`config.mk`:
```
export PLATFORM = sky130hd
export DESIGN_NAME = wb_rr_arbiter_flat
export DESIGN_NICKNAME = d
export VERILOG_FILES = /design/src/rtl/wb_pkg.sv /design/src/rtl/wb_rr_arbiter_if.sv /design/src/rtl/wb_rr_arbiter_rr_pick.sv /design/src/rtl/wb_rr_arbiter.sv /design/src/flat_wrapper.sv
export SDC_FILE = /design/constraint.sdc
export NUM_CORES = 1
export LEC_CHECK = 0
export BUFFER_PORTS_ARGS = -buffer_cell sky130_fd_sc_hd__buf_2
export CAP_MARGIN = 30
export CORE_MARGIN = 4
export CORE_UTILIZATION = 32
export DETAILED_ROUTE_END_ITERATION = 10
export PLACE_DENSITY = 0.82
export SLEW_MARGIN = 15
export SYNTH_ARGS = -nofsm -noshare
export SYNTH_HDL_FRONTEND = slang
export SYNTH_SLANG_ARGS = --single-unit
```
`constraint.sdc`:
```
create_clock -name clk_i -period 2 [get_ports clk_i]
set_clock_uncertainty 0.15 [all_clocks]
set_input_delay 0.3 -clock clk_i [delete_from_list [all_inputs] [get_ports clk_i]]
set_output_delay 0.3 -clock clk_i [all_outputs]
set_load 0.05 [all_outputs]
```
`src/rtl/wb_pkg.sv`:
```
// Shared types and width helpers for the Wishbone round-robin arbiter and
// related router blocks.
package wb_pkg;

   typedef enum logic [1:0] {
      ST_IDLE  = 2'd0,
      ST_OWN   = 2'd1,
      ST_ABORT = 2'd2
   } state_t;

   localparam int DEFAULT_TIMEOUT = 16;

   function automatic int idx_width(input int n);
      return (n > 1) ? $clog2(n) : 1;
   endfunction

   // Watchdog counter only needs to reach TIMEOUT-1.
   function automatic int wdog_width(input int t);
      return (t > 2) ? $clog2(t) : 1;
   endfunction

endpackage

```
`src/rtl/wb_rr_arbiter_if.sv`:
```
// Bus bundle between the masters, the arbiter and the shared slave port.
interface wb_rr_arbiter_if #(
   parameter int NM = 2,
   parameter int AW = 16,
   parameter int DW = 16,
   parameter int SW = DW / 8
);
   logic [NM-1:0]    i_mcyc;
   logic [NM-1:0]    i_mstb;
   logic [NM-1:0]    i_mwe;
   logic [NM*AW-1:0] i_maddr;
   logic [NM*DW-1:0] i_mdata;
   logic [NM*SW-1:0] i_msel;
   logic [NM-1:0]    o_mack;
   logic [NM-1:0]    o_merr;
   logic [DW-1:0]    o_mdata;
   logic             o_scyc;
   logic             o_sstb;
   logic             o_swe;
   logic [AW-1:0]    o_saddr;
   logic [DW-1:0]    o_sdata;
   logic [SW-1:0]    o_ssel;
   logic             i_sack;
   logic             i_serr;
   logic [DW-1:0]    i_sdata;
   logic [NM-1:0]    o_grant;
   logic             o_busy;

   // Arbiter view: slave to the masters, driver of the shared port.
   modport slave (
      input  i_mcyc, i_mstb, i_mwe, i_maddr, i_mdata, i_msel,
      input  i_sack, i_serr, i_sdata,
      output o_mack, o_merr, o_mdata,
      output o_scyc, o_sstb, o_swe, o_saddr, o_sdata, o_ssel,
      output o_grant, o_busy
   );

   // Environment view: masters plus the downstream slave.
   modport master (
      output i_mcyc, i_mstb, i_mwe, i_maddr, i_mdata, i_msel,
      output i_sack, i_serr, i_sdata,
      input  o_mack, o_merr, o_mdata,
      input  o_scyc, o_sstb, o_swe, o_saddr, o_sdata, o_ssel,
      input  o_grant, o_busy
   );
endinterface

```
`src/rtl/wb_rr_arbiter_rr_pick.sv`:
```
// Rotating-priority encoder: first requester strictly after 'last', wrapping,
// so the previous owner is always considered last.
module rr_pick
   import wb_pkg::*;
#(
   parameter int NM = 2,
   parameter int IW = idx_width(NM)
)(
   input  logic [NM-1:0] req,
   input  logic [IW-1:0] last,
   output logic [NM-1:0] grant,
   output logic [IW-1:0] idx,
   output logic          valid
);

   always_comb begin : pick
      int n;
      n     = 0;
      grant = '0;
      idx   = '0;
      valid = 1'b0;
      for (int i = 1; i <= NM; i++) begin
         n = (int'(last) + i) % NM;
         if (!valid && req[IW'(n)]) begin
            valid            = 1'b1;
            idx              = IW'(n);
            grant[IW'(n)]    = 1'b1;
         end
      end
   end

endmodule

```
`src/rtl/wb_rr_arbiter.sv`:
```
// Cycle-locked round-robin Wishbone arbiter with a stall watchdog that
// aborts hung transfers with err.
module wb_rr_arbiter
   import wb_pkg::*;
#(
   parameter int NM      = 2,
   parameter int AW      = 16,
   parameter int DW      = 16,
   parameter int SW      = DW / 8,
   parameter int TIMEOUT = DEFAULT_TIMEOUT
)(
   input logic            clk_i,
   input logic            rst_i,
   wb_rr_arbiter_if.slave bus
);
   // state   | meaning
   // IDLE    | no owner; arbitrate among raised cyc lines
   // OWN     | owner (last) drives the slave port
   // ABORT   | watchdog fired; slave idle until owner drops cyc

   localparam int             IW        = idx_width(NM);
   localparam int             WW        = wdog_width(TIMEOUT);
   localparam logic [WW-1:0]  WDOG_LAST = WW'(TIMEOUT - 1);
   localparam logic [IW-1:0]  LAST_RST  = IW'(NM - 1);

   state_t          state;
   logic [NM-1:0]   grant_q;
   logic [IW-1:0]   last;
   logic [WW-1:0]   wdog;

   logic [NM-1:0]   pick_grant;
   logic [IW-1:0]   pick_idx;
   logic            pick_valid;

   logic [AW-1:0]   maddr_a [NM];
   logic [DW-1:0]   mdata_a [NM];
   logic [SW-1:0]   msel_a  [NM];

   logic            own_act;
   logic            own_cyc;
   logic            own_stb;
   logic            stall;
   logic            expire;

   for (genvar g = 0; g < NM; g++) begin : g_unpack
      assign maddr_a[g] = bus.i_maddr[g*AW +: AW];
      assign mdata_a[g] = bus.i_mdata[g*DW +: DW];
      assign msel_a[g]  = bus.i_msel[g*SW +: SW];
   end

   rr_pick #(.NM(NM), .IW(IW)) u_pick (
      .req   (bus.i_mcyc),
      .last  (last),
      .grant (pick_grant),
      .idx   (pick_idx),
      .valid (pick_valid)
   );

   assign own_act = (state == ST_OWN) && !rst_i;
   assign own_cyc = bus.i_mcyc[last];
   assign own_stb = own_cyc & bus.i_mstb[last];
   assign stall   = own_act & own_stb & !bus.i_sack & !bus.i_serr;
   assign expire  = stall && (wdog == WDOG_LAST);

   always_comb begin
      bus.o_scyc  = own_act & own_cyc;
      bus.o_sstb  = own_act & own_stb;
      bus.o_swe   = 1'b0;
      bus.o_saddr = '0;
      bus.o_sdata = '0;
      bus.o_ssel  = '0;
      bus.o_mack  = '0;
      bus.o_merr  = '0;
      if (own_act && own_cyc) begin
         bus.o_swe   = bus.i_mwe[last];
         bus.o_saddr = maddr_a[last];
         bus.o_sdata = mdata_a[last];
         bus.o_ssel  = msel_a[last];
      end
      // err beats ack; expiry only fires when there is no response at all
      if (own_act && own_stb) begin
         bus.o_merr[last] = bus.i_serr | expire;
         bus.o_mack[last] = bus.i_sack & !bus.i_serr;
      end
   end

   assign bus.o_mdata = bus.i_sdata;
   assign bus.o_grant = grant_q;
   assign bus.o_busy  = !rst_i && (state != ST_IDLE);

   always_ff @(posedge clk_i) begin
      if (rst_i) begin
         state   <= ST_IDLE;
         grant_q <= '0;
         last    <= LAST_RST;
         wdog    <= '0;
      end else begin
         case (state)
            ST_IDLE: begin
               wdog <= '0;
               if (pick_valid) begin
                  grant_q <= pick_grant;
                  last    <= pick_idx;
                  state   <= ST_OWN;
               end
            end
            ST_OWN: begin
               if (!own_cyc) begin
                  state   <= ST_IDLE;
                  grant_q <= '0;
                  wdog    <= '0;
               end else if (expire) begin
                  state <= ST_ABORT;
                  wdog  <= '0;
               end else if (stall) begin
                  wdog <= wdog + 1'b1;
               end else begin
                  wdog <= '0;
               end
            end
            ST_ABORT: begin
               wdog <= '0;
               if (!own_cyc) begin
                  state   <= ST_IDLE;
                  grant_q <= '0;
               end
            end
            default: begin
               state   <= ST_IDLE;
               grant_q <= '0;
               wdog    <= '0;
            end
         endcase
      end
   end

endmodule

```
`src/flat_wrapper.sv`:
```
// flat-port wrapper written by rule: the top's interface ports become plain ports
module wb_rr_arbiter_flat import wb_pkg::*;
#(
   parameter int NM      = 2,
   parameter int AW      = 16,
   parameter int DW      = 16,
   parameter int SW      = DW / 8,
   parameter int TIMEOUT = DEFAULT_TIMEOUT
)
  (clk_i, rst_i, bus_i_mcyc, bus_i_mstb, bus_i_mwe, bus_i_maddr, bus_i_mdata, bus_i_msel, bus_i_sack, bus_i_serr, bus_i_sdata, bus_o_mack, bus_o_merr, bus_o_mdata, bus_o_scyc, bus_o_sstb, bus_o_swe, bus_o_saddr, bus_o_sdata, bus_o_ssel, bus_o_grant, bus_o_busy);
  wb_rr_arbiter_if #(.NM(NM), .AW(AW), .DW(DW), .SW(SW)) bus_i ();
  input logic clk_i;
  input logic rst_i;
  input wire logic [$bits(bus_i.i_mcyc)-1:0] bus_i_mcyc;
  input wire logic [$bits(bus_i.i_mstb)-1:0] bus_i_mstb;
  input wire logic [$bits(bus_i.i_mwe)-1:0] bus_i_mwe;
  input wire logic [$bits(bus_i.i_maddr)-1:0] bus_i_maddr;
  input wire logic [$bits(bus_i.i_mdata)-1:0] bus_i_mdata;
  input wire logic [$bits(bus_i.i_msel)-1:0] bus_i_msel;
  input wire logic [$bits(bus_i.i_sack)-1:0] bus_i_sack;
  input wire logic [$bits(bus_i.i_serr)-1:0] bus_i_serr;
  input wire logic [$bits(bus_i.i_sdata)-1:0] bus_i_sdata;
  output wire logic [$bits(bus_i.o_mack)-1:0] bus_o_mack;
  output wire logic [$bits(bus_i.o_merr)-1:0] bus_o_merr;
  output wire logic [$bits(bus_i.o_mdata)-1:0] bus_o_mdata;
  output wire logic [$bits(bus_i.o_scyc)-1:0] bus_o_scyc;
  output wire logic [$bits(bus_i.o_sstb)-1:0] bus_o_sstb;
  output wire logic [$bits(bus_i.o_swe)-1:0] bus_o_swe;
  output wire logic [$bits(bus_i.o_saddr)-1:0] bus_o_saddr;
  output wire logic [$bits(bus_i.o_sdata)-1:0] bus_o_sdata;
  output wire logic [$bits(bus_i.o_ssel)-1:0] bus_o_ssel;
  output wire logic [$bits(bus_i.o_grant)-1:0] bus_o_grant;
  output wire logic [$bits(bus_i.o_busy)-1:0] bus_o_busy;
  assign bus_i.i_mcyc = bus_i_mcyc;
  assign bus_i.i_mstb = bus_i_mstb;
  assign bus_i.i_mwe = bus_i_mwe;
  assign bus_i.i_maddr = bus_i_maddr;
  assign bus_i.i_mdata = bus_i_mdata;
  assign bus_i.i_msel = bus_i_msel;
  assign bus_i.i_sack = bus_i_sack;
  assign bus_i.i_serr = bus_i_serr;
  assign bus_i.i_sdata = bus_i_sdata;
  assign bus_o_mack = bus_i.o_mack;
  assign bus_o_merr = bus_i.o_merr;
  assign bus_o_mdata = bus_i.o_mdata;
  assign bus_o_scyc = bus_i.o_scyc;
  assign bus_o_sstb = bus_i.o_sstb;
  assign bus_o_swe = bus_i.o_swe;
  assign bus_o_saddr = bus_i.o_saddr;
  assign bus_o_sdata = bus_i.o_sdata;
  assign bus_o_ssel = bus_i.o_ssel;
  assign bus_o_grant = bus_i.o_grant;
  assign bus_o_busy = bus_i.o_busy;
  wb_rr_arbiter #(.NM(NM), .AW(AW), .DW(DW), .SW(SW), .TIMEOUT(TIMEOUT)) u_core (.clk_i(clk_i), .rst_i(rst_i), .bus(bus_i));
endmodule
```
# == Word-level counts from Yosys, hierarchy flattened ==
# Index checks and enable logic that the tools add are counted.
# totals
regBits,9
inputBits,94
output_inout_bits,60
word_cells,99
# op_classes
n_addsub,3
n_lt_le_gt_ge,7
eq_ne,7
muxes,44
bitwise_logic,14
n_reduce_logical,20
# ops
cell,count
$mux W16,8
$mux W2,13
$mux W1,18
$logic_and A1 B1 Y1,9
$and A1 B1 Y1,6
$lt A1 B3 Y1 const B,2
$pmux W2 S3,1
$reduce_or A5 Y1,1
$add A4 B1 Y4 const B,1
$and A2 B2 Y2,2
$eq A4 B4 Y1 const B,1
$logic_not A1 Y1,4
$ne A2 B2 Y1 const B,2
$pmux W2 S2,1
$reduce_and A2 Y1,2
$demux W1 S1,3
$ge A1 B1 Y1 const B,3
$ne A3 B3 Y1 const B,1
$not A1 Y1,3
$reduce_and A3 Y1,1
$add A1 B1 Y1 const B,2
$eq A2 B1 Y1 const B,1
$eq A2 B2 Y1 const B,1
$ge A2 B2 Y1 const B,1
8 further kinds,8

# == Longest topological paths before layout ==
# Gate-level depths: netlist of run 1.
# logic_depth
ltp_word,10
mapped_depth,6
mapped_depth_nobuf,6

# == Hierarchy ==
# A second synthesis of run 1 with hierarchy kept.
# unflattened
cells_unflattened,161
area_unflattened_um2,1201.2
# modules_own_cells
mod,n_inst,cells_per_inst,area_per_inst_um2,seq_area_each_um2
wb_rr_arbiter,1,156,1166.1,180.2
rr_pick,1,5,35.0,0.0

# == Worst setup path after synthesis of run 1 ==
# No wires, ideal clock.
# synth_path
path_type,reg-to-output
start,register u_core.wdog[0]
end,output port bus_o_merr[0]
t_arrival_ps,2108
t_required_ps,1550
setup_slack_ps,-558
path_stages_with_launch,6
path_cell_list,dfxtp_1 > ha_1 > nand3_1 > nor4_1 > nor2_1 > nor3_1
# synth_via
elab_chain_len,5
# synth_lines
element,line_no,text
start: declaration,wb_rr_arbiter.sv:29,logic [WW-1:0] wdog;
start signal: assignment,wb_rr_arbiter.sv:116,wdog <= wdog + 1'b1;
$eq A4 B4 Y1,wb_rr_arbiter.sv:63,assign expire = stall && (wdog == WDOG_LAST);
$logic_and A1 B1 Y1,wb_rr_arbiter.sv:63,
$or A1 B1 Y1,wb_rr_arbiter.sv:82,bus.o_merr[last] = bus.i_serr | expire;
$and A2 B2 Y2 (no line),--,
$mux W2,wb_rr_arbiter.sv:81,if (own_act && own_stb) begin
end: declaration,flat_wrapper.sv:24,output wire logic [$bits(bus_i.o_merr)-1:0] bus_o_merr;
# Every way passes these cells.

# == Worst setup path after layout of run 1 ==
# layout_path
start,register u_core.last
end,output port bus_o_merr[1]
# layout_via
elab_chain_len,10
word_cells_on_any_way,18
classes_between,order compare (2); mux (7); bitwise (6); reduce/logical (3)
# layout_lines
element,line_no,text
start: declaration,wb_rr_arbiter.sv:28,logic [IW-1:0] last;
start signal: assignment,wb_rr_arbiter.sv:103,last <= pick_idx;
"$mux W1, on equally long branches (2 in a row)","wb_rr_arbiter.sv:60, wb_rr_arbiter.sv:61",
$and A1 B1 Y1,wb_rr_arbiter.sv:61,assign own_stb = own_cyc & bus.i_mstb[last];
$and A1 B1 Y1 (3 in a row),wb_rr_arbiter.sv:62,assign stall = own_act & own_stb & !bus.i_sack & !bus.i_serr;
$logic_and A1 B1 Y1,wb_rr_arbiter.sv:63,
$or A1 B1 Y1,wb_rr_arbiter.sv:82,
$and A2 B2 Y2 (no line),--,
$mux W2 (*),wb_rr_arbiter.sv:81,
# Mark *: on every way between the ends. The rest lies on a longest branch, timed or not. The select of a mux whose other input is x is not followed.

==> flow_summary_export.csv, run 1 <==
group,metric,value,unit
sta,setup_viol,0,
yosys,synthCells,157,
flow_run,maxCapViolCount,0,
clock_network,cts_made_buffers,3,
sta,period_needed,1.98,ns
yosys,netlist_area,1170,um2
pwr,ir_drop,406,uV
route,post_drt_wl_per_cell,14.9,um
worst_setup_path,crit_end,"bus_o_merr[1]",
worst_setup_path,crit_required,1.55,ns
cells_and_area,area_growth,86.2,%
route,viasPerCell,4.88,
yosys,synth_top_cell_by_area,"mux2i_1",
die,fp.dieArea,4690,um2
yosys,postSynthAreaPerCell,7.46,um2
clock_network,cts_tree,"built",
worst_setup_path,reg2regPathDepth,9,
die,die_x,68.5,um
global_route,track_usage,15.7,%
pwr,switching_power,0.462,mW
sta,slew_violations,0,
route,wl,4.63,mm
worst_setup_path,start_kind,"flop",
yosys,synth.most_common_cell,"nor2_1",
yosys,yosysWarnings,0,
die,ios,154,
yosys,synth_flop_cell,"dfxtp_1",
worst_setup_path,cp-end-kind,"output pin",
route,dr.pass1.iters,4,
worst_hold_path,hold_class,"in2reg",
pwr,p_leak,1.25,nW
worst_setup_path,r2r-end,"u_core.state[0]",
worst_setup_path,crit_type,"reg2out",
worst_setup_path,r2r_slack,0.07,ns
place,dp_cells,303,
yosys,async_flop_share,0,%
yosys,synth_edf_count,0,
worst_setup_path,worstPathArrival,1.53,ns
yosys,synth_commonest_cells,"nor2_1, mux2i_1, buf_4, dfxtp_1, nor3_1",
worst_setup_path,crit_path_start,"u_core.last",
global_route,grt_pass1_vias,1344,
global_route,grt_max_degree,23,
sta,finalCritPeriodShare,98.8,%
global_route,grt_pass1_wl,5.64,mm
outcome,outcome,"complete, no violations",
place,port_buffers,120,
clock_network,clk_pin_slew_worst_paths,0.04,ns
pwr,seqPwrFrac,18.0,%
sta,tns,0,ns
place,gp_congestion,0.868,
cells_and_area,fin_cells,310,
route,drt_iter0_markers,36,
pwr,p_int,0.572,mW
die,die_height,68.5,um
clock_network,cts.htree.levels,1,
worst_setup_path,worst-path-max-fanout,19,
clock_network,clock_sinks,8,
route,ant_nets,0,
yosys,syn-num-nets,255,
global_route,grt_overflow,0,
clock_network,insertion_delay,0.23,ns
sta,rsz0062_at_grt,"yes",
yosys,synth.yosys.seq_area_share,13.7,%
pwr,powerDensity,474,nW/um2
cells_and_area,finish.utilization,63.4,%
route,via_count,1513,
die,core_area,3440,um2
yosys,synth.distinct_cells,28,
yosys,synthTopCellsByArea,"mux2i_1, nor2_1, dfxtp_1",
die,core.rowCount,21,
cells_and_area,drive_gt1_share,63.6,%
die,start_util,34.0,%
yosys,synth_top_area_share,32.5,%
worst_setup_path,crit-reg2reg-launch,"u_core.last",
pwr,power_frac_comb,62.7,%
cells_and_area,antenna_cells,0,
route,drc,0,
sta,max_freq,506,MHz
clock_network,cts_root_buf,"clkbuf_8",
global_route,antenna_found_initial,0,
pwr,p_clk_share,19.3,%
place,dp_hpwl,3.32,mm
pwr,switching_share,44.7,%
cells_and_area,final_nets,364,
yosys,synth_seq_cells,8,
sta,hold_viol_final,0,
clock_network,clk_path_buf_depth,2,
-- metrics by stage --
| stage | power (mW) | setup slack [ns] | hold slack, ns | cell area, um2 |
|---|---|---|---|---|
| floorplan | 0.685 | -0.161 | 0.219 | 1230 |
| global placement | 0.752 | 0.122 | 0.294 | 1790 |
| detailed placement | 0.764 | 0.000271 | 0.304 | 1790 |
| CTS | 0.978 | 0.00127 | 0.151 | 1940 |
| global route | 1.10 | -0.0512 | 0.167 | 2180 |
| finish | 1.03 | 0.0247 | 0.149 | 2180 |
-- worst min-delay path by stage --
stage                                     start                     to  slack, ns  cells past startpoint
after floorplan                           rst_i  u_core.bus.o_grant[0]       0.22                      1
after global placement    u_core.bus.o_grant[0]  u_core.bus.o_grant[0]       0.29                      2
after detailed placement  u_core.bus.o_grant[0]  u_core.bus.o_grant[0]       0.30                      2
after CTS                                 rst_i  u_core.bus.o_grant[0]       0.15                      2
after global routing                      rst_i  u_core.bus.o_grant[0]       0.17                      2
final                                     rst_i  u_core.bus.o_grant[0]       0.15                      2
-- power by group through the flow --
stage / Sequential, mW / Combinational [mW] / Clock, mW
floorplan: 0.189 / 0.496 / 0
global placement: 0.183 / 0.568 / 0
detailed placement: 0.185 / 0.578 / 0
CTS: 0.182 / 0.593 / 0.203
global route: 0.188 / 0.693 / 0.220
finish: 0.186 / 0.648 / 0.199
-- sequential cells by signal, summed over array words and instances (netlist names) --
signal,flops
u_core.bus.o_grant,1
u_core.wdog,4
u_core.state,2
u_core.last,1
-- repair_timing --
item / 4_1_cts / 5_1_grt
hold buffers: 0 / 0
endpoints found under the setup margin: 40 / 42
setup buffers: 4 / 0
gates resized for setup: 24 / 96
-- routing by layer --
metal  share of wire [%]  GRT usage (%)  vias to the layer above  wire [um]
li1                    -              -                      732          -
met1                  33           16.2                      680       1540
met2                  54           30.2                       91       2520
met3                  12           4.05                       10        536
met4                0.86           5.46                        0         40
met5                   0              0                        -          0
-- placed cells by master, fill, tap and decap left out, types with 2 or more instances in the layout --
cell	count
nor3_2	2
buf_2	80
mux2i_1	37
dfxtp_1	5
buf_4	10
nor3b_2	2
buf_6	37
a21o_1	2
a21oi_1	4
buf_12	2
nor2_1	26
clkbuf_8	3
nor3_4	2
inv_1	4
nand2b_1	4
nand2_1	4
dfxtp_4	2
nor2_2	17
ha_1	2
-- kinds of logic after synthesis --
| kind of cell | synth area share [%] |
|---|---|
| and+or+nand+nor | 25.4 |
| other | 0.320 |
| buffers and inverters | 15.6 |
| DFF | 13.7 |
| xor gates and xnor gates | 0.748 |
| AOI/OAI and AO/OA | 6.20 |
| muxes | 33.8 |
| adders and majority gates | 4.27 |
-- area by class of cell --
class	instances	area (um2)
Sequential cell	8	169
Clock buffer	3	41.3
Fill cell	285	1260
Inverter	4	15.0
Multi-Input combinational cell	119	958
Tap cell	46	57.6
Timing Repair Buffer	130	940
-- worst max-delay path, cell delays in order (launching register included) --
cell and delay, ns:
dfxtp_4 0.37, mux2_4 0.24, nand3b_4 0.13, buf_12 0.18, nor3_2 0.20, buf_6 0.18
Power figures use the tool's default switching activity.
==> inputs of run 2 (changes only) <==
Settings changed: CORE_MARGIN 4 to default, CORE_UTILIZATION 32 to 33, CTS_BUF_LIST from default to sky130_fd_sc_hd__clkbuf_4, PLACE_DENSITY 0.82 to 0.84.
==> run 2 against run 1 <==
  * The run now ends with setup timing left
  * Setup slack got worse by 0.052 ns
  * Critical path depth unchanged
  * Clock power is 34% lower
  * Sequential share of layout area grew 0.11 points
  * Power fell by 7.2%
  * Critical endpoint is now bus_o_swe
==> flow_summary_export.csv, run 2 (same netlist as run 1, synthesis figures left out) <==
group,metric,value,unit
sta,fin_hold_ws,0.131,ns
outcome,violations,"setup timing",
global_route,grt_max_degree,23,
cells_and_area,drive_gt1_share,65.8,%
sta,setup_viol,19,
outcome,outcome,"finished with violations",
flow_run,maxCapViolCount,0,
die,start_util,34.8,%
cells_and_area,largest_reg_flops,4,
place,placed_cell_area,1790,um2
die,core_area,3360,um2
die,core.rowCount,21,
sta,period_needed,2.03,ns
global_route,track_usage,19.7,%
route,viasPerCell,4.84,
clock_network,clk_pin_slew_worst_paths,0.06,ns
place,gp_congestion,0.787,
cells_and_area,stdcell_area,2130,um2
route,ant_nets,0,
worst_setup_path,crit_type,"reg2out",
cells_and_area,final_cell_mix,"buf_2, mux2i_1, nor2_1, buf_6, nor2_2",
global_route,grt_overflow,0,
worst_setup_path,worst-path-max-fanout,22,
sta,max_freq,493,MHz
sta,setup_slack,-0.0278,ns
sta,rsz0062_at_grt,"yes",
cells_and_area,fillers,320,
place,dp_hpwl,2.99,mm
die,fp.dieArea,3790,um2
cells_and_area,area_growth,82.2,%
clock_network,cts_tree,"built",
die,die_height,61.6,um
route,dr.pass1.iters,4,
clock_network,cts_root_buf,"clkbuf_4",
cells_and_area,top_regs,"u_core.wdog (4), u_core.state (2)",
sta,finalCritPeriodShare,101,%
route,wl,4.33,mm
global_route,grt_pass1_wl,5.36,mm
global_route,antenna_found_initial,0,
cells_and_area,layout_commonest_cell,"buf_2",
route,post_drt_wl_per_cell,13.7,um
route,via_count,1526,
cells_and_area,final_nets,369,
sta,hold_viol_final,0,
pwr,p_leak,1.27,nW
cells_and_area,fin_cells,315,
worst_setup_path,cp-end-kind,"output pin",
route,drc,0,
worst_setup_path,worstPathArrival,1.58,ns
cells_and_area,antenna_cells,0,
clock_network,clock_sinks,8,
worst_setup_path,start_kind,"flop",
clock_network,cts.htree.levels,1,
place,port_buffers,120,
clock_network,cts_made_buffers,3,
pwr,powerDensity,450,nW/um2
pwr,ir_drop,297,uV
route,drt_iter0_markers,27,
global_route,grt_pass1_vias,1251,
cells_and_area,top_register,"u_core.wdog",
worst_hold_path,hold_class,"in2reg",
die,ios,154,
clock_network,clk_path_buf_depth,2,
sta,slew_violations,0,
place,dp_cells,303,
clock_network,insertion_delay,0.26,ns
die,die_x,61.6,um
worst_setup_path,crit_required,1.55,ns
cells_and_area,finish.utilization,63.4,%
-- run 2: cell count changes in the layout (fill, tap and decap cells not counted), moves of 2 or more --
cell      before  now
buf_2         80  101
buf_6         37   23
clkbuf_8       3    0
clkbuf_4       1    3
dfxtp_2        1    3
-- run 2: repair_timing --
action                                  4_1_cts  5_1_grt
pin swaps                                     4        2
hold buffers                                  0        0
buffers inserted                             10        0
resized for setup                            35       33
endpoints found under the setup margin       41       43
-- run 2: critical path, stage by stage (launching register included) --
cell	delay (ns)
dfxtp_4	0.38
mux2_4	0.34
nand3b_4	0.13
buf_12	0.19
nor2_1	0.06
buf_2	0.21
-- run 2: final timing paths --
check,from,endpoint,slack (ns),depth (start not counted)
max,u_core.last,bus_o_swe,-0.03,5
min,rst_i,u_core.bus.o_grant[0],0.13,2
max reg2reg,u_core.last,u_core.state[0],0.07,10
min reg2reg,u_core.bus.o_grant[0],u_core.bus.o_grant[0],0.33,2
-- run 2: power by group --
part | leakage (nW) | internal (mW) | total, mW | switching, mW
Sequential | 0.0668 | 0.171 | 0.185 | 0.0139
Clock | 0.0138 | 0.0692 | 0.132 | 0.0632
Combinational | 1.19 | 0.255 | 0.642 | 0.387
-- run 2: stage by stage --
step,TNS (ns),power (mW),setup slack [ns]
after floorplan,-3.77,0.685,-0.161
after global placement,0,0.752,0.171
after detailed placement,0,0.762,0.0202
after CTS,-0.144,0.924,-0.0787
after global routing,-2.70,1.02,-0.0928
final,-0.193,0.960,-0.0278
-- run 2: metal layers --
layer | up-vias | GRT usage [%] | routed length, um
met4 | 0 | 8.89 | 64
met3 | 9 | 4.62 | 423
met2 | 90 | 38.1 | 2360
met1 | 692 | 19.5 | 1480
li1 | 735 | - | -
met5 | - | 0 | 0
-- run 2: final cells by class --
| class | count | area (um2) | share of cell area (%) |
|---|---|---|---|
| tap | 46 | 57.6 | 2.70 |
| inverter | 4 | 15.0 | 0.704 |
| sequential | 8 | 168 | 7.86 |
| timing repair buffer | 135 | 872 | 40.9 |
| clock buffer | 3 | 22.5 | 1.06 |
| multi-input combinational | 119 | 998 | 46.8 |
